File: src/rtl/fifo_ram_ctrl.sv
`timescale 1ns/1ps
`default_nettype none
// ============================================================================
// Module      : fifo_ram_ctrl
// Description : FIFO controller for an external same-clock RAM with a small
//               credit-managed output buffer that hides RAM read latency.
//               Optional macro FIFO_RAM_CTRL_ERR_EN adds a sticky overflow flag.
// Revision    : 1.0 - initial release
// ============================================================================
module fifo_ram_ctrl #(
    parameter int DEPTH        = 512,
    parameter int ADDR_WIDTH   = 9,
    parameter int DATA_WIDTH   = 8,
    parameter int OUTPUT_REG   = 1,
    parameter int AFULL_THRESH = 496
) (
    input  logic                  clk,
    input  logic                  rst_n,
    input  logic                  wr_en,
    input  logic [DATA_WIDTH-1:0] wr_data,
    output logic                  wr_full,
    output logic                  wr_afull,
    output logic                  rd_valid,
    output logic [DATA_WIDTH-1:0] rd_data,
    input  logic                  rd_ready,
    output logic [ADDR_WIDTH+2:0] count,
    output logic                  ram_we,
    output logic [ADDR_WIDTH-1:0] ram_waddr,
    output logic [DATA_WIDTH-1:0] ram_wdata,
    output logic                  ram_re,
    output logic [ADDR_WIDTH-1:0] ram_raddr,
    input  logic [DATA_WIDTH-1:0] ram_rdata
`ifdef FIFO_RAM_CTRL_ERR_EN
    ,
    output logic                  wr_overflow,
    input  logic                  err_clr
`endif
);

    localparam int c_lat   = 1 + OUTPUT_REG;
    localparam int c_buf_n = c_lat + 1;
    localparam int c_iw    = $clog2(c_buf_n);
    localparam int c_cw    = $clog2(c_buf_n + 1);
    localparam int c_pw    = ADDR_WIDTH + 1;
    localparam int c_ow    = ADDR_WIDTH + 3;
    localparam logic [c_pw-1:0] c_depth = c_pw'(DEPTH);
    localparam logic [c_pw-1:0] c_afull = c_pw'(AFULL_THRESH);
    localparam logic [c_iw-1:0] c_last  = c_iw'(c_buf_n - 1);
    localparam logic [c_cw:0]   c_slots = (c_cw + 1)'(c_buf_n);

    logic [c_pw-1:0]       r_wptr;
    logic [c_pw-1:0]       r_rptr;
    logic [c_lat-1:0]      r_sr;
    logic [DATA_WIDTH-1:0] r_buf [c_buf_n];
    logic [c_iw-1:0]       r_head;
    logic [c_iw-1:0]       r_tail;
    logic [c_cw-1:0]       r_buf_cnt;

    logic [c_pw-1:0]       w_ram_occ;
    logic [c_cw-1:0]       w_inflight;
    logic                  w_push;
    logic                  w_pop;
    logic [c_cw:0]         w_used;
    logic [c_cw:0]         w_limit;

    function automatic logic [c_iw-1:0] f_inc(input logic [c_iw-1:0] idx);
        f_inc = (idx == c_last) ? '0 : idx + c_iw'(1);
    endfunction

    // Occupancy from registered pointers only, so a word is never read in its write cycle.
    assign w_ram_occ = r_wptr - r_rptr;
    assign wr_full   = (w_ram_occ == c_depth);
    assign wr_afull  = (w_ram_occ >= c_afull);

    assign ram_we    = wr_en & ~wr_full;
    assign ram_waddr = r_wptr[ADDR_WIDTH-1:0];
    assign ram_wdata = wr_data;

    always_comb begin
        w_inflight = '0;
        for (int i = 0; i < c_lat; i++) begin
            w_inflight = w_inflight + c_cw'(r_sr[i]);
        end
    end

    assign w_push   = r_sr[c_lat-1];
    assign rd_valid = (r_buf_cnt != '0);
    assign rd_data  = r_buf[r_head];
    assign w_pop    = rd_valid & rd_ready;

    // A pop in this cycle frees a slot, which keeps a full-rate stream bubble-free.
    assign w_used    = {1'b0, r_buf_cnt} + {1'b0, w_inflight};
    assign w_limit   = c_slots + {{c_cw{1'b0}}, w_pop};
    assign ram_re    = (w_ram_occ != '0) && (w_used < w_limit);
    assign ram_raddr = r_rptr[ADDR_WIDTH-1:0];

    assign count = c_ow'(w_ram_occ) + c_ow'(w_inflight) + c_ow'(r_buf_cnt);

    always_ff @(posedge clk or negedge rst_n) begin
        if (!rst_n) begin
            r_wptr    <= '0;
            r_rptr    <= '0;
            r_sr      <= '0;
            r_head    <= '0;
            r_tail    <= '0;
            r_buf_cnt <= '0;
        end else begin
            if (ram_we) begin
                r_wptr <= r_wptr + c_pw'(1);
            end
            if (ram_re) begin
                r_rptr <= r_rptr + c_pw'(1);
            end
            r_sr[0] <= ram_re;
            for (int i = 1; i < c_lat; i++) begin
                r_sr[i] <= r_sr[i-1];
            end
            if (w_push) begin
                r_tail <= f_inc(r_tail);
            end
            if (w_pop) begin
                r_head <= f_inc(r_head);
            end
            if (w_push && !w_pop) begin
                r_buf_cnt <= r_buf_cnt + c_cw'(1);
            end else if (!w_push && w_pop) begin
                r_buf_cnt <= r_buf_cnt - c_cw'(1);
            end
        end
    end

    always_ff @(posedge clk) begin
        if (w_push) begin
            r_buf[r_tail] <= ram_rdata;
        end
    end

`ifdef FIFO_RAM_CTRL_ERR_EN
    logic r_overflow;

    always_ff @(posedge clk or negedge rst_n) begin
        if (!rst_n) begin
            r_overflow <= 1'b0;
        end else if (wr_en && wr_full) begin
            r_overflow <= 1'b1;
        end else if (err_clr) begin
            r_overflow <= 1'b0;
        end
    end

    assign wr_overflow = r_overflow;
`endif

endmodule
`default_nettype wire

File: config.mk
export PLATFORM = sky130hd
export DESIGN_NAME = fifo_ram_ctrl
export DESIGN_NICKNAME = d
export VERILOG_FILES = /design/src/rtl/fifo_ram_ctrl.sv
export SDC_FILE = /design/constraint.sdc
export NUM_CORES = 1
export LEC_CHECK = 0
export CAP_MARGIN = 30
export CORE_UTILIZATION = 40
export CTS_BUF_LIST = sky130_fd_sc_hd__clkbuf_4
export CTS_CLUSTER_SIZE = 14
export DETAILED_ROUTE_END_ITERATION = 10
export PLACE_DENSITY = 0.7
export SLEW_MARGIN = 10
export SYNTH_ARGS = -nofsm -noshare
export SYNTH_HDL_FRONTEND = slang
export SYNTH_SLANG_ARGS = --single-unit
File: constraint.sdc
create_clock -name clk -period 3.6 [get_ports clk]
set_clock_uncertainty 0.1 [all_clocks]
set_input_delay 1.08 -clock clk [delete_from_list [all_inputs] [get_ports clk]]
set_output_delay 1.08 -clock clk [all_outputs]
set_load 0.01 [all_outputs]
After elaboration in Yosys (flattened, before gate mapping)

Memories as Yosys holds them, arrays and structs flattened.
Index checks and enable logic that the tools add are counted.

Register bits: 28
Bits in writable memories: 24
Input port bits: 20
Output and inout bits: 51
Logic and storage cells: 41
Memories: 1

Memories:

| memory | words | bits a word | rd ports | clocked after memory_dff | write ports | RTL line | source |
|---|---|---|---|---|---|---|---|
| r_buf  | 3     | 8           | 1        | 0                        | 1           | 54       | `logic [DATA_WIDTH-1:0] r_buf [c_buf_n];` |

$add $sub $neg: 12
Order comparisons: 2
Eq/ne operators: 3
Muxes and demuxes: 6
Bitwise gates (word level): 3
Reductions and logical operators: 8

Operators with widths:

| cell                                                                | number |
|---|---|
| adder 10 x 1 -> 10 bit (second input constant)                      | 2 |
| adder 11 x 2 -> 12 bit                                              | 1 |
| adder 10 x 2 -> 11 bit                                              | 1 |
| == test 10 bit (second input constant)                              | 1 |
| greater-or-equal comparator 10 x 9 -> 1 bit (second input constant) | 1 |
| nonzero test 10 bit                                                 | 1 |
| subtractor 10 bit                                                   | 1 |
| 2-to-1 mux 2 bit                                                    | 4 |
| adder 2 x 1 -> 2 bit (second input constant)                        | 3 |
| == test 2 bit (second input constant)                               | 2 |
| nonzero test 2 bit                                                  | 2 |
| adder 2 x 1 -> 3 bit (first input constant)                         | 1 |
| adder 2 x 2 -> 3 bit                                                | 1 |
| logical AND 1 bit                                                   | 3 |
| less-than comparator 3 bit                                          | 1 |
| adder 1 x 1 -> 2 bit                                                | 1 |
| AND 1 bit                                                           | 2 |
| zero test 1 bit                                                     | 2 |
| 2-to-1 mux 1 bit                                                    | 2 |
| subtractor 2 x 1 -> 2 bit (second input constant)                   | 1 |
| inverter 1 bit                                                      | 1 |

Depth between registers and ports, before layout

Gate-level depths: netlist of run 1.

Depth after elaboration: 5
Depth in mapped cells: 13
Depth with buffers taken out: 13

Worst setup path after synthesis of run 1

No wires, ideal clock.

Path kind: reg2out
Start: register r_wptr[0]
End: output count[9]
Arrival: 2.774 ns
Data required time: 2.420 ns
Setup slack: -0.354 ns
Stages on the path, launching flop included: 13
Path buffers: 0
Cell sequence: dfrtp_1 -> inv_1 -> ha_1 -> inv_1 -> fa_1 -> inv_1 -> fa_1 -> inv_1 -> ha_1 -> fa_1 -> nand3_1 -> nor2_1 -> xnor2_1

Longest elaborated chain between the ends: 3

RTL lines:

| what                   | RTL line | source |
|---|---|---|
| start, declared        | 51       | `logic [c_pw-1:0] r_wptr;` |
| start signal, assigned | 109      | `r_wptr <= r_wptr + c_pw'(1);` |
| subtractor 10 bit      | 71       | `assign w_ram_occ = r_wptr - r_rptr;` |
| adder 10 x 2 -> 11 bit | 97       | `assign count = c_ow'(w_ram_occ) + c_ow'(w_inflight) + c_ow'(r_buf_cnt);` |
| adder 11 x 2 -> 12 bit | 97       |  |
| end, declared          | 26       | `output logic [ADDR_WIDTH+2:0] count,` |

Every way passes these cells.

Worst setup path in the final report of run 1

Ends and elaborated chain as after synthesis.

==> results.md, run 1 <==
* Clock tree buffer depth at 2
* Worst Tran Pin Value at 749.1 ps
* Worst setup SP type: flip-flop
* H-Tree Depth at 2
* Final hold vios at 0
* Number of vias per cell at 4.764
* Slowest library cell on the worst path: fa_2
* Final setup fails at 14
* Worst r2r dst: r_wptr[1]
* Pins Over Slew Limit at 0
* Hold_buf cts at 0
* DP Cell Count at 477
* DR iter-0 viols at 97
* Syn_area_per_cell at 10.68 µm²
* Most frequent cells in the layout: buf_4, clkdlybuf4s50_1, dfrtp_1
* Worst Reg-to-Reg Cells at 14
* Worst Slack Setup Final at -690.2 ps
* CP startpoint: r_wptr[0]
* Worst Setup EP: count[9]
* CTS tree: built
* Sink Count at 52
* Reg2reg start: r_wptr[0]
* Crit-path max cell delay at 540 ps
* Antenna cells at 0
* Worst-case headroom to the max-slew limit at 0.4988
* Global-route wire length before repair at 10900 µm
* Routed len/inst at 13.30 µm
* GP Congestion at 0.8105
* Die area at 0.008184 mm²
* Max-cap violations at 0
* Outcome: finished, violations left
* Vias post-DR at 2344
* # fillers at 615
* Core area at 0.007408 mm²
* Final WL at 6546 µm
* Remaining DRCs at 0
* Final Cycle Share at 1.192
* Arrival @ worst endpoint at 3110 ps
* CP required at 2420 ps
* Crit path cell chain: inv_2, ha_4, inv_2, fa_2, inv_2, fa_1, inv_2, ha_4, fa_2, nand3_4, nor2_2, xnor2_2, buf_2
* Num rows at 31
* Clk root buf: clkbuf_4
* Post-Layout Cell Count at 492
* Post-synthesis cell count at 293
* Vias in the first global route at 2349
* Synth Register Bits at 52
* Buffers on Ports at 53
* Area grow syn2layout at 37.17%
* DRT Pass-1 Iters at 4
* Initial antenna violation count at 0
* Setup crit end kind: output pin
* Commonest non-fill, non-tap cell in the layout: buf_4
* Clk_lat worst skew at 360 ps
* Area of the multi-input gates at 0.001585 mm²
* Post-synth cell types at 42
* Sequential Area at 0.001421 mm²
* Yosys synthesis warning count at 0
* Hold crit path type: flip-flop to flip-flop
* Die height at 90.47 µm
* Main flop type after synthesis: dfrtp_1
* Mapped cell area at 0.003131 mm²
* FF-to-FF setup slack at 510 ps
* Starting density of the core at 0.4226
* Ys async rst share at 0.5385
* Die X at 90.47 µm
* CP Max Fanout at 3
* Worst-path clk slew at 160 ps
* Synthesized Nets at 336
* WS Path Type: flip-flop to output pin
* Clock buffer count from CTS at 5
* HPWL after DPL at 4966 µm
* I/O Pins at 71
* Share of cells above drive strength 1 at 0.3206
* Worst Min Path Start: r_sr[0]
* Largest net degree at the start of global routing at 29
* FMAX at 233.1 MHz
* GRT Total Usage at 0.1661
* Final min period at 4290 ps
* Failing checks: negative setup slack
* Crit path top cell by count: inv_2
* GRT Residual Overflow at 0
* EDFF count, synth at 24
* Sequential share of the synthesized area at 0.4540
* RSZ-0062 raised after global routing: yes
* Antenna-violating nets left at 0
* Final net count at 435
[worst min path at each step]
stage | end | cells after the start
floorplan | r_sr[1] | 0
global placement | r_sr[1] | 0
detailed placement | r_sr[1] | 0
CTS | r_sr[1] | 0
global route | r_sr[1] | 0
finish | r_sr[1] | 0
[layout make-up]
type / instances / area share
Clock buffer: 5 / 0.008741
Clock inverter: 3 / 0.006410
Inverter: 22 / 0.01923
Multi-Input combinational cell: 188 / 0.3692
Sequential cell: 52 / 0.3310
Tap cell: 99 / 0.02885
Timing Repair Buffer: 123 / 0.2366
[critical path: cells and delay by family (launching register included)]
kind / cells / cell delay, ps
fa+ha+maj: 5 / 1670
flops: 1 / 420
buf+inv: 5 / 350
simple gates: 2 / 160
xor+xnor: 1 / 140
[flip-flops by register name, indices dropped and copies added, names as in the netlist]
register / flops
r_buf: 24
r_rptr: 10
r_wptr: 10
r_buf_cnt: 2
r_head: 2
r_sr: 2
r_tail: 2
[cell families after synthesis]
logic type                 count (synthesis)  share of synthesized area
AOI/OAI and AO/OA                         36                    0.07954
muxes                                     11                    0.03637
buffers and inverters                     53                    0.09632
and+or+nand+nor                           83                     0.1335
other                                      1                   0.001198
DFF                                       52                     0.4540
adders and majority gates                 23                     0.1039
xor gates and xnor gates                  34                    0.09513
[layer usage]
layer	vias up	GRT usage	share of wire
li1	1180	-	-
met1	1111	0.2162	0.46
met2	49	0.2809	0.50
met3	4	0.03451	0.043
met4	0	0.04167	0.0055
met5	-	0	0
[cells in the mapped netlist, types with 2 or more instances]
library cell / count / area (µm²)
xnor2_1: 27 / 236.5
xor2_1: 7 / 61.31
o21a_1: 3 / 22.52
nand2_1: 27 / 101.4
clkbuf_1: 3 / 11.26
and3_1: 6 / 37.54
nor2_1: 11 / 41.29
and2_1: 3 / 18.77
mux2_2: 2 / 22.52
buf_4: 27 / 202.7
o21ai_0: 12 / 60.06
inv_1: 22 / 82.58
ha_1: 18 / 225.2
nand2b_1: 3 / 18.77
fa_1: 5 / 100.1
nand4_1: 8 / 50.05
a211oi_1: 2 / 15.01
edfxtp_1: 24 / 720.7
mux2i_1: 8 / 80.08
a21oi_1: 8 / 40.04
nor3_1: 7 / 35.03
dfrtp_1: 28 / 700.7
a21o_1: 4 / 30.03
nand3_1: 10 / 50.05
[metrics by stage]
step                hold slack (ps)  cell area [µm²]  setup slack (ps)  TNS, ps    util
floorplan                     259.7             3233            -193.8    -1071       -
global placement              264.8             4139            -684.7    -7505  0.5587
detailed placement            272.6             4139            -727.4    -8102  0.5587
CTS                           315.1             4282            -702.2    -7522  0.5779
global route                  330.4             4294            -824.1    -9279  0.5796
finish                        314.8             4294            -690.2    -7241  0.5796
[timing repair]
action / 4_1_cts / 5_1_grt
pin swaps: 14 / 3
setup buffers: 6 / 1
gates resized for setup: 76 / 1
setup endpoints to repair: 14 / 14
Power of run 1 is left out: the tool's default activity adds up to more than one toggle a clock period on the data nets, which glitch-free logic cannot reach.
==> inputs of run 2 (changes only) <==
CORE_UTILIZATION = 47   (was 40)
PLACE_DENSITY = default   (was 0.7)
PLACE_DENSITY_LB_ADDON = 0.2   (was default)
==> results.md, run 2 (same netlist as run 1, synthesis figures left out) <==
* Buffers on Ports at 53 (unchanged)
* Failing checks: negative setup slack (unchanged)
* Worst Min Path Start: r_sr[0] (unchanged)
* Routed len/inst at 14.08 µm (was 13.30 µm)
* Vias in the first global route at 2429 (was 2349)
* Outcome: finished, violations left (unchanged)
* FMAX at 232.8 MHz (was 233.1 MHz)
* CTS tree: built (unchanged)
* Die area at 0.006991 mm² (was 0.008184 mm²)
* Worst setup SP type: flip-flop (unchanged)
* Antenna cells at 0 (unchanged)
* Final WL at 6757 µm (was 6546 µm)
* Remaining DRCs at 0 (unchanged)
* Area grow syn2layout at 40.97% (was 37.17%)
* Largest net degree at the start of global routing at 29 (unchanged)
* Worst-path clk slew at 150 ps (was 160 ps)
* Max reg flops at 24 (unchanged)
* Top flop regs: r_buf: 24 flops, r_rptr: 10 flops, r_wptr: 10 flops (unchanged)
* Final setup fails at 14 (unchanged)
* Clk root buf: clkbuf_4 (unchanged)
* DP Cell Count at 453 (was 477)
* Final net count at 445 (was 435)
* Die X at 83.61 µm (was 90.47 µm)
* GRT Residual Overflow at 0 (unchanged)
* GRT Total Usage at 0.2019 (was 0.1661)
* Final hold vios at 0 (unchanged)
* Max-cap violations at 0 (unchanged)
* Most frequent cells in the layout: buf_4, clkdlybuf4s50_1, dfrtp_1 (unchanged)
* Die height at 83.61 µm (was 90.47 µm)
* RSZ-0062 raised after global routing: yes (unchanged)
* Worst Slack Setup Final at -695.7 ps (was -690.2 ps)
* Share of cells above drive strength 1 at 0.3424 (was 0.3206)
* Setup crit end kind: output pin (unchanged)
* CP startpoint: r_wptr[0] (unchanged)
* Worst-case headroom to the max-slew limit at 0.4873 (was 0.4988)
* Reg2reg start: r_wptr[0] (unchanged)
* I/O Pins at 71 (unchanged)
* Hold_buf cts at 0 (unchanged)
* Number of vias per cell at 5.052 (was 4.764)
* Hold crit path type: flip-flop to flip-flop (unchanged)
* Post-Layout Cell Count at 480 (was 492)
* DR iter-0 viols at 103 (was 97)
* # fillers at 494 (was 615)
* Final min period at 4296 ps (was 4290 ps)
* Vias post-DR at 2425 (was 2344)
* Clk_lat worst skew at 370 ps (was 360 ps)
* HPWL after DPL at 4928 µm (was 4966 µm)
* H-Tree Depth at 2 (unchanged)
* Clock buffer count from CTS at 5 (unchanged)
* Initial antenna violation count at 0 (unchanged)
* Global-route wire length before repair at 11120 µm (was 10900 µm)
* CP required at 2420 ps (about the same)
* Worst Tran Pin Value at 766.2 ps (was 749.1 ps)
* DRT Pass-1 Iters at 4 (unchanged)
* Biggest register: r_buf (unchanged)
* Antenna-violating nets left at 0 (unchanged)
* Arrival @ worst endpoint at 3120 ps (was 3110 ps)
* Starting density of the core at 0.4902 (was 0.4226)
* GP Congestion at 0.8313 (was 0.8105)
* CP Max Fanout at 3 (unchanged)
* Core area at 0.006386 mm² (was 0.007408 mm²)
* WS Path Type: flip-flop to output pin (unchanged)
* Commonest non-fill, non-tap cell in the layout: buf_4 (unchanged)
* Sink Count at 52 (unchanged)
* Num rows at 29 (was 31)
* Final Cycle Share at 1.193 (was 1.192)
* Clock tree buffer depth at 2 (unchanged)
* Pins Over Slew Limit at 0 (unchanged)
-- run 2: cell count changes in the layout (fill, tap and decap cells not counted), sizes merged --
cell,before,now
buf,84,94
-- run 2: final timing paths --
kind / to / slack, ps / cells after the start
min in group asynchronous: r_rptr[8] / 960 / 2
worst max register to register: r_rptr[1] / 230 / 20
worst max-delay path: count[7] / -700 / 13
worst min register to register: r_sr[1] / 320 / 0
max in group asynchronous: r_wptr[0] / 2160 / 2
worst min-delay path: r_sr[1] / 320 / 0
-- run 2: repair_timing --
| item | 4_1_cts | 5_1_grt |
|---|---|---|
| pin swaps | 14 | 7 |
| cloned | 0 | 0 |
| endpoints found under the setup margin | 14 | 16 |
| setup buffers | 22 | 4 |
| resized for setup | 90 | 4 |
-- run 2: stage by stage --
| step | hold slack (ps) | area (µm²) | setup slack (ps) | util | setup TNS [ps] |
|---|---|---|---|---|---|
| 6_report | 319.0 | 4413 | -695.7 | 0.6910 | -7146 |
| 5_1_grt | 333.6 | 4413 | -801.9 | 0.6910 | -8855 |
| 4_1_cts | 310.2 | 4419 | -712.0 | 0.6920 | -7658 |
| 3_5_place_dp | 274.7 | 4096 | -696.2 | 0.6415 | -7648 |
| 3_3_place_gp | 272.1 | 4096 | -682.7 | 0.6415 | -7471 |
| 2_1_floorplan | 259.7 | 3233 | -193.8 | - | -1071 |
-- run 2: critical path, cell delays in order (launching register included) --
cell and delay, ps:
dfrtp_1 410, inv_2 80, ha_4 120, inv_2 30, fa_2 560, inv_2 40, fa_1 490, inv_2 50
ha_4 160, fa_2 370, nand3_4 110, nor2_4 50, xnor2_2 130, buf_2 140
-- run 2: final cells by class --
class                           instances  area, µm²  share of cell area
Tap cell                               77      96.34             0.02183
Clock buffer                            5      37.54            0.008506
Timing Repair Buffer                  133       1129              0.2557
Sequential cell                        52       1421              0.3221
Multi-Input combinational cell        188       1625              0.3683
Inverter                               22      82.58             0.01871
Clock inverter                          3      21.27            0.004820
-- run 2: layer usage --
layer  part of all wire  GRT usage
met1               0.47     0.2723
met2               0.48     0.3378
met3              0.039    0.03363
met4              0.011    0.05547
met5                  0          0
Power of run 2 is left out for the same reason.
